==> config.mk <==
export PLATFORM = sky130hd
export DESIGN_NAME = mux_n_reg
export DESIGN_NICKNAME = d
export VERILOG_FILES = /design/src/rtl/mux_n_pkg.sv /design/src/rtl/rr_next_idx.sv /design/src/rtl/mux_n_reg.sv
export SDC_FILE = /design/constraint.sdc
export NUM_CORES = 1
export LEC_CHECK = 0
export ABC_AREA = 1
export ABC_CLOCK_PERIOD_IN_PS = 4200
export BUFFER_PORTS_ARGS = -buffer_cell sky130_fd_sc_hd__buf_2
export CAP_MARGIN = 20
export CORE_UTILIZATION = 41
export CTS_CLUSTER_SIZE = 24
export DETAILED_ROUTE_END_ITERATION = 8
export GPL_ROUTABILITY_DRIVEN = 1
export PLACE_DENSITY_LB_ADDON = 0.1
export SLEW_MARGIN = 20
export SYNTH_ARGS = -nofsm -noshare
export SYNTH_HDL_FRONTEND = slang
export SYNTH_SLANG_ARGS = --single-unit
==> constraint.sdc <==
create_clock -name clk -period 4.2 [get_ports clk]
set_input_delay 0.42 -clock clk [delete_from_list [all_inputs] [get_ports clk]]
set_output_delay 0.42 -clock clk [all_outputs]
set_load 0.005 [all_outputs]
==> src/rtl/mux_n_pkg.sv <==
// rtl/mux_n_pkg.sv - shared mode encodings and default sizes for the registered channel selector
package mux_n_pkg;

  localparam logic [1:0] MODE_DIRECT = 2'b00;
  localparam logic [1:0] MODE_SCAN   = 2'b01;
  localparam logic [1:0] MODE_HOLD   = 2'b10;

  localparam int DEF_N = 4;
  localparam int DEF_W = 4;

endpackage

==> src/rtl/rr_next_idx.sv <==
// rtl/rr_next_idx.sv - finds the next enabled channel strictly after ptr, wrapping N-1 -> 0
module rr_next_idx #(
  parameter int N = 4,
  localparam int SW = $clog2(N)
) (
  input  logic [SW-1:0] ptr,
  input  logic [N-1:0]  mask,
  output logic [SW-1:0] nxt,
  output logic          found
);

  logic [N-1:0] rot;
  int           off;

  // rot[i] is the mask bit of channel ptr+1+i, so ptr itself is tried last
  always_comb begin
    rot = '0;
    off = 0;
    for (int i = 0; i < N; i++) begin
      rot[i] = mask[(int'(ptr) + 1 + i) % N];
    end
    for (int i = N - 1; i >= 0; i--) begin
      if (rot[i]) off = i;
    end
    nxt   = SW'((int'(ptr) + 1 + off) % N);
    found = |mask;
  end

endmodule

==> src/rtl/mux_n_reg.sv <==
// rtl/mux_n_reg.sv - registered N-channel selector with direct, round-robin scan and hold modes
module mux_n_reg
  import mux_n_pkg::*;
#(
  parameter int N = DEF_N,
  parameter int W = DEF_W,
  localparam int SW = $clog2(N)
) (
  input  logic          clk,
  input  logic          reset,
  input  logic [N*W-1:0] in_bus,
  input  logic [SW-1:0] sel,
  input  logic [1:0]    mode,
  input  logic          en,
  input  logic [N-1:0]  mask,
  output logic [W-1:0]  out,
  output logic          out_valid,
  output logic [SW-1:0] cur_sel,
  output logic          sel_err
);

  logic [SW-1:0] ptr;
  logic [SW-1:0] nxt_idx;
  logic          nxt_found;
  logic          sel_ok;
  logic [W-1:0]  sel_data;
  logic [W-1:0]  scan_data;

  rr_next_idx #(.N(N)) u_next (
    .ptr   (ptr),
    .mask  (mask),
    .nxt   (nxt_idx),
    .found (nxt_found)
  );

  // sel can only exceed N-1 when N is not a power of two
  always_comb begin
    sel_ok    = int'(sel) < N;
    sel_data  = '0;
    scan_data = '0;
    for (int k = 0; k < N; k++) begin
      if (int'(sel) == k)     sel_data  = in_bus[k*W +: W];
      if (int'(nxt_idx) == k) scan_data = in_bus[k*W +: W];
    end
  end

  always_ff @(posedge clk) begin
    if (reset) begin
      out       <= '0;
      out_valid <= 1'b0;
      cur_sel   <= '0;
      sel_err   <= 1'b0;
      ptr       <= '0;
    end else if (en) begin
      case (mode)
        MODE_DIRECT: begin
          if (sel_ok) begin
            out       <= sel_data;
            out_valid <= 1'b1;
            cur_sel   <= sel;
            sel_err   <= 1'b0;
            ptr       <= sel;
          end else begin
            out       <= '0;
            out_valid <= 1'b0;
            sel_err   <= 1'b1;
            ptr       <= cur_sel;
          end
        end
        MODE_SCAN: begin
          sel_err <= 1'b0;
          if (nxt_found) begin
            out       <= scan_data;
            out_valid <= 1'b1;
            cur_sel   <= nxt_idx;
            ptr       <= nxt_idx;
          end else begin
            out_valid <= 1'b0;
          end
        end
        default: begin
          sel_err <= 1'b0;
        end
      endcase
    end
  end

endmodule

## Word-level counts from Yosys, hierarchy flattened

Index checks and enable logic that the tools add are counted.

- Add/sub/neg operators: 5
- Magnitude comparators: 4
- Equality and inequality tests: 8
- Mux-type cells: 30
- Bitwise logic cells: 4
- Reduce and logical (&&, ||, !) cells: 11

Operators by type and width:

| kind | number |
|---|---|
| 2-to-1 mux 4 bit | 9 |
| < comparator 3 x 4 -> 1 bit, second input constant | 4 |
| 2-to-1 mux 2 bit | 5 |
| 2-to-1 mux 1 bit | 9 |
| binary-select mux 1 bit (select 2 bit) | 4 |
| equality test 2 bit, second input constant | 4 |
| one-hot mux 4 bit (2 select lines) | 1 |
| OR reduction 2 bit | 4 |
| equality test 2 x 1 -> 1 bit, second input constant | 3 |
| logical NOT 2 bit | 3 |
| adder 2 x 1 -> 2 bit, second input constant | 2 |
| adder 2 bit, second input constant | 2 |
| AND 1 bit, first input constant | 4 |
| one-hot mux 2 bit (2 select lines) | 1 |
| OR reduction 4 bit | 1 |
| AND reduction 3 bit | 1 |
| adder 2 bit | 1 |
| inequality test 2 bit, second input constant | 1 |
| one-hot mux 1 bit (2 select lines) | 1 |
| AND reduction 2 bit | 1 |
| nonzero test 2 bit | 1 |

- Bits in registers: 7
- Input bits: 27
- Output and inout bits: 8
- Word-level logic and storage cells: 65

## Depth between registers and ports, before layout

Gate-level depths: netlist of run 1.

- Depth in word-level cells: 19
- Mapped depth: 19
- Gate-level depth less buffers: 17

## By module

A second synthesis of run 1 with hierarchy kept.

- Cell total of the unflattened synthesis: 172
- Area total of the unflattened synthesis: 912.1 µm²

By module, submodules not included:

| module | times used | cells an instance | area an instance (µm²) | sequential area each (µm²) |
|---|---|---|---|---|
| mux_n_reg | 1 | 115 | 643.1 | 140.1 |
| rr_next_idx | 1 | 57 | 269.0 | 0.0 |

## Worst setup path before layout of run 1

Ideal clock, no wire load.

- Path kind: register -> register
- Start: reg ptr[0]
- End: reg out[0]
- Library setup time: 122 ps
- Arrival: 1938 ps
- Required time: 4078 ps
- Path slack: 2140 ps
- Cell stages (with the launch flop): 19
- Buffers on the path: 2
- Clock period less this slack: 2060 ps
- Cells stage by stage: dfxtp_1 > buf_6 > inv_6 > nand2_2 > nand2_4 > nand2_1 > nand2_1 > a31oi_1 > nor2_1 > ha_1 > xor2_2 > inv_1 > nand2_4 > nand2_4 > buf_12 > o21bai_2 > nand3_1 > nand2_1 > a21oi_2

- Cells in the longest elaborated chain, start to end: 17
- Elaborated cells between the ends (all ways): 31
- Those cells by class: add/sub: 5; eq/ne: 3; mux: 22; reduce/logical: 1

Ends and longest elaborated chain:

| what | RTL line | text |
|---|---|---|
| from (decl) | mux_n_reg.sv:22 | `logic [SW-1:0] ptr;` |
| from (signal assigned) | mux_n_reg.sv:62 | `ptr <= sel;` |
| from (signal assigned) | mux_n_reg.sv:67 | `ptr <= cur_sel;` |
| from (signal assigned) | mux_n_reg.sv:76 | `ptr <= nxt_idx;` |
| adder 2 x 1 -> 2 bit * | rr_next_idx.sv:20 | `rot[i] = mask[(int'(ptr) + 1 + i) % N];` |
| adder 2 bit | rr_next_idx.sv:20 |  |
| binary-select mux 1 bit (select 2 bit) | rr_next_idx.sv:20 |  |
| 2-to-1 mux 1 bit (implied by the code) (2 in series) | rr_next_idx.sv:20 |  |
| 2-to-1 mux 2 bit (4 in series) | rr_next_idx.sv:23 | `if (rot[i]) off = i;` |
| adder 2 bit * | rr_next_idx.sv:25 | `nxt = SW'((int'(ptr) + 1 + off) % N);` |
| logical NOT 2 bit | mux_n_reg.sv:43 | `if (int'(nxt_idx) == k) scan_data = in_bus[k*W +: W];` |
| 2-to-1 mux 4 bit (3 in series) | mux_n_reg.sv:43 |  |
| 2-to-1 mux 4 bit * | mux_n_reg.sv:43 |  |
| 2-to-1 mux 4 bit * | mux_n_reg.sv:72 | `if (nxt_found) begin` |
| one-hot mux 4 bit (2 select lines) * | mux_n_reg.sv:55 | `case (mode)` |
| to (signal assigned) | mux_n_reg.sv:58 | `out <= sel_data;` |
| to (signal assigned) | mux_n_reg.sv:73 | `out <= scan_data;` |
| to (decl) | mux_n_reg.sv:16 | `output logic [W-1:0] out,` |

Mark *: on every way between the ends. The rest lies on a longest branch, timed or not. The select of a mux whose other input is x is not followed.
A chain may end at the register's enable or synchronous reset.

## Worst setup path after layout of run 1

Ends and elaborated chain as after synthesis.

==> qor.csv, run 1 <==
stage,metric,value,unit
clock_network,cts_root_buffer,clkbuf_4,
worst_setup_path,startpoint_type,flop,
logic_synthesis,syn-num-nets,190,
floorplan,core_area,0.00221,mm²
timing,finalHoldViolCount,0,
cells_and_area,final_common_cell,nand2_1,
job,maxCapViolCount,0,
clock_network,post-cts-setup-buffers,0,
logic_synthesis,syn_area,958,µm²
global_route,antenna_found_initial,0,
drt,via_per_inst,5.08,
placed_design,dp_hpwl,2000,µm
placed_design,dpl-instance-area,0.00110,mm²
cells_and_area,syn_to_final_growth,17.2,%
worst_setup_path,worstPathArrival,2680,ps
timing,final.setup.tns,0,ps
cells_and_area,drive_above_1_share,0.307,
drt,drtPass1Iterations,4,
drt,drc,0,
placed_design,routabilityCongestion,0.819,
floorplan,dieArea,0.00254,mm²
clock_network,htree_levels,1,
cells_and_area,fin_area,0.00112,mm²
min_path,hold-path-cell-count,2,
clock_network,numCtsBuffers,3,
cells_and_area,nets,221,
logic_synthesis,seq_area_frac_synth,0.146,
clock_network,post_cts_resized,0,
run_status,status,finished clean,
timing,min_period_over_period,0.591,
cells_and_area,mostFrequentLayoutCells,"51 x nand2_1, 33 x buf_2, 19 x inv_1, 18 x nand3_1, 11 x a21oi_1",
timing,fmax,403,MHz
floorplan,ioPinCount,35,
worst_setup_path,crit_path_start,ptr[0],
timing,grt_setup_unrepaired,no,
global_route,grt.overflow.total,0,
drt,routedWlPerCell,11.5,µm
floorplan,fp-row-count,17,
power,powerDensity,287,mW/mm²
floorplan,initial_utilization,0.433,
worst_setup_path,cp_max_fo,11,
drt,drtAntennaViolNets,0,
drt,drt_iter0_drc,41,
worst_setup_path,worst_ep_required_time,4390,ps
logic_synthesis,synth_seq_cells,7,
timing,slew_headroom,0.510,
floorplan,die_w,50.4,µm
timing,worst_pin_slew,732,ps
worst_setup_path,crit_path_end_kind,flop,
timing,setup_violations,0,
logic_synthesis,yosysUniqueCellTypes,30,
worst_setup_path,crit_type,flop to flop,
min_path,hold_path.class,input port to flop,
worst_setup_path,r2r_cells,11,
worst_setup_path,r2r-start,ptr[0],
clock_network,hold_buffers,0,
clock_network,clock_latency,260,ps
logic_synthesis,postSynthAreaPerCell,5.92,µm²
global_route,grtUsageTotal,0.214,
timing,finalClockSkew,5.58,ps
clock_network,clk_pin_slew,60,ps
timing,final-max-slew-violation-count,0,
timing,fin_crit,2480,ps
floorplan,die_h,50.4,µm
power,worst_ir_drop_vdd,135,µV
drt,dr_total_vias,1117,
drt,routed_wl,2540,µm
global_route,grt_max_degree,13,
min_path,min_from,reset,
logic_synthesis,syn_inst,162,
cells_and_area,antennaDiodeCount,0,
clock_network,clockBufferDepth,2,
global_route,grt_pass1_wl,4220,µm
logic_synthesis,yosysWarnings,0,
power,leakagePower,0.615,nW
global_route,grt_pass1_vias,1066,
clock_network,cts_tree,yes,
clock_network,cts_num_sinks,7,
placed_design,portBuffers,33,
worst max-delay path, stage by stage, from the launching register on:
cell and delay, ps:
dfxtp_1 570, nand2_1 140, nand3_1 100, nand2_1 100, a31oi_1 150, nor2_1 60, ha_1 480, clkinv_1 290
o21bai_2 260, nand3_1 100, nand2_1 70, a21oi_2 100
per-layer routing:
layer  GRT usage  share of wire  vias to the layer above
met2       0.409           0.52                       34
met3      0.0273          0.041                        0
met1       0.242           0.44                      500
li1            -              -                      583
met4      0.0602              0                        0
met5           0              0                        -
report_power, final:
part / total (mW) / switching (mW) / internal [mW]
combinational: 0.181 / 0.114 / 0.0670
sequential: 0.0764 / 0.00506 / 0.0713
clock: 0.0650 / 0.0285 / 0.0365
total: 0.323 / 0.148 / 0.175
Yosys cell counts:
cell type	n	area share
a21oi_1	11	0.057
nand3_2	4	0.042
nand3_1	18	0.094
nand2_4	3	0.035
clkbuf_4	1	0.0078
a221oi_2	1	0.016
inv_2	3	0.012
xor2_2	1	0.017
nand2_1	51	0.20
a31oi_1	2	0.013
nor2_4	1	0.012
inv_1	19	0.074
buf_6	1	0.012
o21ai_2	1	0.0091
buf_4	2	0.016
nor3_1	1	0.0052
o21ai_1	1	0.0052
nand4_1	4	0.026
nand2_2	3	0.020
clkbuf_1	2	0.0078
conb_1	1	0.0039
a21oi_2	3	0.027
o21bai_2	2	0.023
clkinv_1	1	0.0039
dfxtp_1	7	0.15
inv_6	1	0.0091
ha_1	1	0.013
nor2_1	5	0.020
o21ai_0	10	0.052
buf_12	1	0.021
flip-flops by register name (all words and copies together) (netlist names):
register and count:
out_valid 1, out 4, ptr 2
worst paths after layout:
path,to,slack (ps)
worst min-delay path,ptr[1],350
worst max register to register,out[0],1720
worst max-delay path,out[0],1720
worst min register to register,out_valid,510
area by class of cell:
class                   instances  area [µm²]
clock buffers                   4        26.3
fillers                       250        1090
inverters                      24        95.1
multi-input cells             124         662
flip-flops and latches          7         140
well taps                      28        35.0
repair buffers                 33         165
cell families (layout without fill, tap and decap cells):
logic type / after synthesis / in the layout / share of synthesized area
DFF: 7 / 7 / 0.146
adders and majority gates: 1 / 1 / 0.0131
and+or+nand+nor: 90 / 90 / 0.453
buffers and inverters: 31 / 61 / 0.163
xor gates and xnor gates: 1 / 1 / 0.0170
AOI/OAI and AO/OA: 31 / 31 / 0.204
other: 1 / 1 / 0.00391
metrics by stage:
| stage | setup WS [ps] | utilization | std cells | total power, mW | hold slack, ps |
|---|---|---|---|---|---|
| final | 1720 | 0.508 | 220 | 0.323 | 353 |
| after global placement | 1790 | 0.496 | 216 | 0.255 | 459 |
| after CTS | 1720 | 0.508 | 220 | 0.323 | 353 |
| after global routing | 1470 | 0.508 | 220 | 0.348 | 354 |
| after detailed placement | 1730 | 0.496 | 216 | 0.259 | 504 |
| after floorplan | 2140 | - | 162 | 0.234 | 464 |
No activity file was read; power rests on OpenSTA's default activity.
==> run 2: changes to the inputs <==
--- a/config.mk
+++ b/config.mk
@@ -6,7 +6,7 @@
 export NUM_CORES = 1
 export LEC_CHECK = 0
 export ABC_AREA = 1
-export ABC_CLOCK_PERIOD_IN_PS = 4200
+export ABC_CLOCK_PERIOD_IN_PS = 2000
 export BUFFER_PORTS_ARGS = -buffer_cell sky130_fd_sc_hd__buf_2
 export CAP_MARGIN = 20
 export CORE_UTILIZATION = 41
==> constraint.sdc (replaced) <==
create_clock -name clk -period 2 [get_ports clk]
set_input_delay 0.2 -clock clk [delete_from_list [all_inputs] [get_ports clk]]
set_output_delay 0.2 -clock clk [all_outputs]
set_load 0.005 [all_outputs]
==> qor.csv, run 2 (synthesis results as in run 1) <==
stage,metric,value,unit,change
run_status,status,"complete, but fails checks",,was finished clean
run_status,violations,setup timing,,
power,pwr-share-clk,0.175,,was 0.201
global_route,antenna_found_initial,0,,unchanged
floorplan,ioPinCount,35,,unchanged
power,seqPwrFrac,0.218,,was 0.237
placed_design,placed_cells,226,,was 216
power,power.total,741,µW,was 323 µW
drt,dr_total_vias,1158,,"was 1,117"
power,p_sw_frac,0.442,,was 0.458
worst_setup_path,crit_type,flop to flop,,unchanged
clock_network,clock_latency,250,ps,was 260 ps
worst_setup_path,cp_top_family,simple AND/OR/NAND/NOR gates,,unchanged
clock_network,htree_levels,1,,unchanged
floorplan,initial_utilization,0.433,,unchanged
floorplan,core_area,0.00221,mm²,unchanged
worst_setup_path,crit_path_cell_trace,inv_8 > nand2_1 > nand2_1 > nand2_1 > nand2_1 > a31oi_1 > nor2_1 > ha_2 > xor2_2 > inv_1 > nand2_4 > nand2_8 > nor2_2 > nand2_1 > nand3_1 > nand2_1 > a21oi_2,,was nand2_1 > nand3_1 > nand2_1 > a31oi_1 > nor2_1 > ha_1 > clkinv_1 > o21bai_2 > nand3_1 > nand2_1 > a21oi_2
cells_and_area,drive_above_1_share,0.391,,was 0.307
cells_and_area,nets,231,,was 221
worst_setup_path,worstPathArrival,2220,ps,was 2680 ps
clock_network,cts_tree,yes,,unchanged
power,p_switching,328,µW,was 148 µW
cells_and_area,fin_area,0.00125,mm²,was 0.00112 mm²
drt,drc,0,,unchanged
drt,drt_iter0_drc,31,,was 41
timing,fmax,492,MHz,was 403 MHz
global_route,grt_pass1_wl,4490,µm,was 4220 µm
cells_and_area,regMostFlops,out,,unchanged
clock_network,clk_pin_slew,50,ps,was 60 ps
timing,hold_ws,138,ps,was 353 ps
timing,fin_ws,-32.1,ps,was 1720 ps
clock_network,clockBufferDepth,2,,unchanged
timing,finalHoldViolCount,0,,unchanged
worst_setup_path,path_depth,17,,was 11
global_route,grt_pass1_vias,1073,,"was 1,066"
timing,finalClockSkew,3.50,ps,was 5.58 ps
cells_and_area,syn_to_final_growth,30.4,%,was 17.2%
timing,fin_crit,2030,ps,was 2480 ps
drt,drtAntennaViolNets,0,,unchanged
worst_setup_path,r2r_slack,-30,ps,was 1720 ps
global_route,grtUsageTotal,0.227,,was 0.214
min_path,hold_path.class,input port to flop,,unchanged
drt,via_per_inst,5.03,,was 5.08
global_route,grt_max_degree,13,,unchanged
cells_and_area,mostFrequentLayoutCells,"47 x nand2_1, 33 x buf_2, 19 x inv_1, 17 x nand3_1, 11 x a21oi_1",,"was 51 x nand2_1, 33 x buf_2, 19 x inv_1, 18 x nand3_1, 11 x a21oi_1"
worst_setup_path,slowest_delay,430,ps,was 570 ps
power,combPwrFrac,0.607,,was 0.562
cells_and_area,fin_cells,230,,was 220
drt,routedWlPerCell,11.0,µm,was 11.5 µm
placed_design,portBuffers,33,,unchanged
worst_setup_path,r2r_cells,17,,was 11
worst_setup_path,r2r-start,ptr[0],,unchanged
timing,setup_violations,3,,was 0
placed_design,dp_hpwl,2010,µm,was 2000 µm
worst_setup_path,worst_ep_required_time,2190,ps,was 4390 ps
worst_setup_path,crit_path_start,ptr[0],,unchanged
clock_network,numCtsBuffers,3,,unchanged
worst_setup_path,cp_max_fo,12,,was 11
worst_setup_path,crit_path_end_kind,flop,,unchanged
drt,routed_wl,2540,µm,about the same
clock_network,cts_num_sinks,7,,unchanged
power,leakagePower,0.675,nW,was 0.615 nW
cells_and_area,antennaDiodeCount,0,,unchanged
clock_network,cts_root_buffer,clkbuf_4,,unchanged
timing,min_period_over_period,1.02,,was 0.591
worst_setup_path,crit_top_cell,nand2_1,,unchanged
power,p_int,414,µW,was 175 µW
worst_setup_path,startpoint_type,flop,,unchanged
timing,final-max-slew-violation-count,0,,unchanged
cells_and_area,reg.largest.list,"out x4, ptr x2, out_valid x1",,unchanged
cells_and_area,fin_util,0.565,,was 0.508
drt,drtPass1Iterations,4,,unchanged
worst_setup_path,r2r_end,out[1],,was out[0]
job,maxCapViolCount,0,,unchanged
power,powerDensity,593,mW/mm²,was 287 mW/mm²
floorplan,fp-row-count,17,,unchanged
floorplan,die_h,50.4,µm,unchanged
cells_and_area,largest_reg_flops,4,,unchanged
power,worst_ir_drop_vdd,348,µV,was 135 µV
timing,grt_setup_unrepaired,yes,,was no
placed_design,dpl-instance-area,0.00119,mm²,was 0.00110 mm²
floorplan,dieArea,0.00254,mm²,unchanged
worst_setup_path,cp_slowest_cell,dfxtp_4,,was dfxtp_1
floorplan,die_w,50.4,µm,unchanged
placed_design,routabilityCongestion,0.826,,was 0.819
worst_setup_path,critPathBufInv,2,,was 1
cells_and_area,final_common_cell,nand2_1,,unchanged
worst_setup_path,crit_end,out[1],,was out[0]
global_route,grt.overflow.total,0,,unchanged
-- run 2: worst min path at each step --
stage	cells past startpoint	end	startpoint
2_1_floorplan	1	ptr[1]	reset
3_3_place_gp	2	ptr[1]	reset
3_5_place_dp	2	ptr[1]	reset
4_1_cts	2	ptr[1]	reset
5_1_grt	2	ptr[1]	reset
6_report	2	ptr[1]	reset
-- run 2: repair_timing --
item | 4_1_cts | 5_1_grt
setup endpoints to repair | 5 | 5
hold endpoints to repair | 0 | 0
resized for setup | 9 | 0
pin swaps | 1 | 0
buffers inserted | 0 | 0
hold buffers | 0 | 0
-- run 2: through the flow --
| stage | setup TNS [ps] | worst slack, ps |
|---|---|---|
| 2_1_floorplan | 0 | 0.659 |
| 3_3_place_gp | -110 | -57.8 |
| 3_5_place_dp | -430 | -135 |
| 4_1_cts | -58.2 | -28.1 |
| 5_1_grt | -1080 | -262 |
| 6_report | -74.5 | -32.1 |
-- run 2: routing by layer --
| metal | vias up | wire, µm | global-route usage |
|---|---|---|---|
| met3 | 0 | 114 | 0.0485 |
| met2 | 32 | 1370 | 0.433 |
| met1 | 521 | 1060 | 0.262 |
| li1 | 605 | - | - |
| met4 | 0 | 0 | 0.0278 |
| met5 | - | 0 | 0 |
-- run 2: cell type report --
type                    count  area, µm²
flip-flops and latches      7        148
repair buffers             43        244
fillers                   240        962
multi-input cells         124        696
inverters                  24        101
clock buffers               4       26.3
well taps                  28       35.0
-- run 2: power by group through the flow --
stage               Combinational (mW)  Clock (mW)  Sequential [mW]
floorplan                        0.337           0            0.161
finish                           0.450       0.130            0.162
CTS                              0.454       0.137            0.161
detailed placement               0.428           0            0.164
global route                     0.508       0.149            0.163
global placement                 0.417           0            0.164
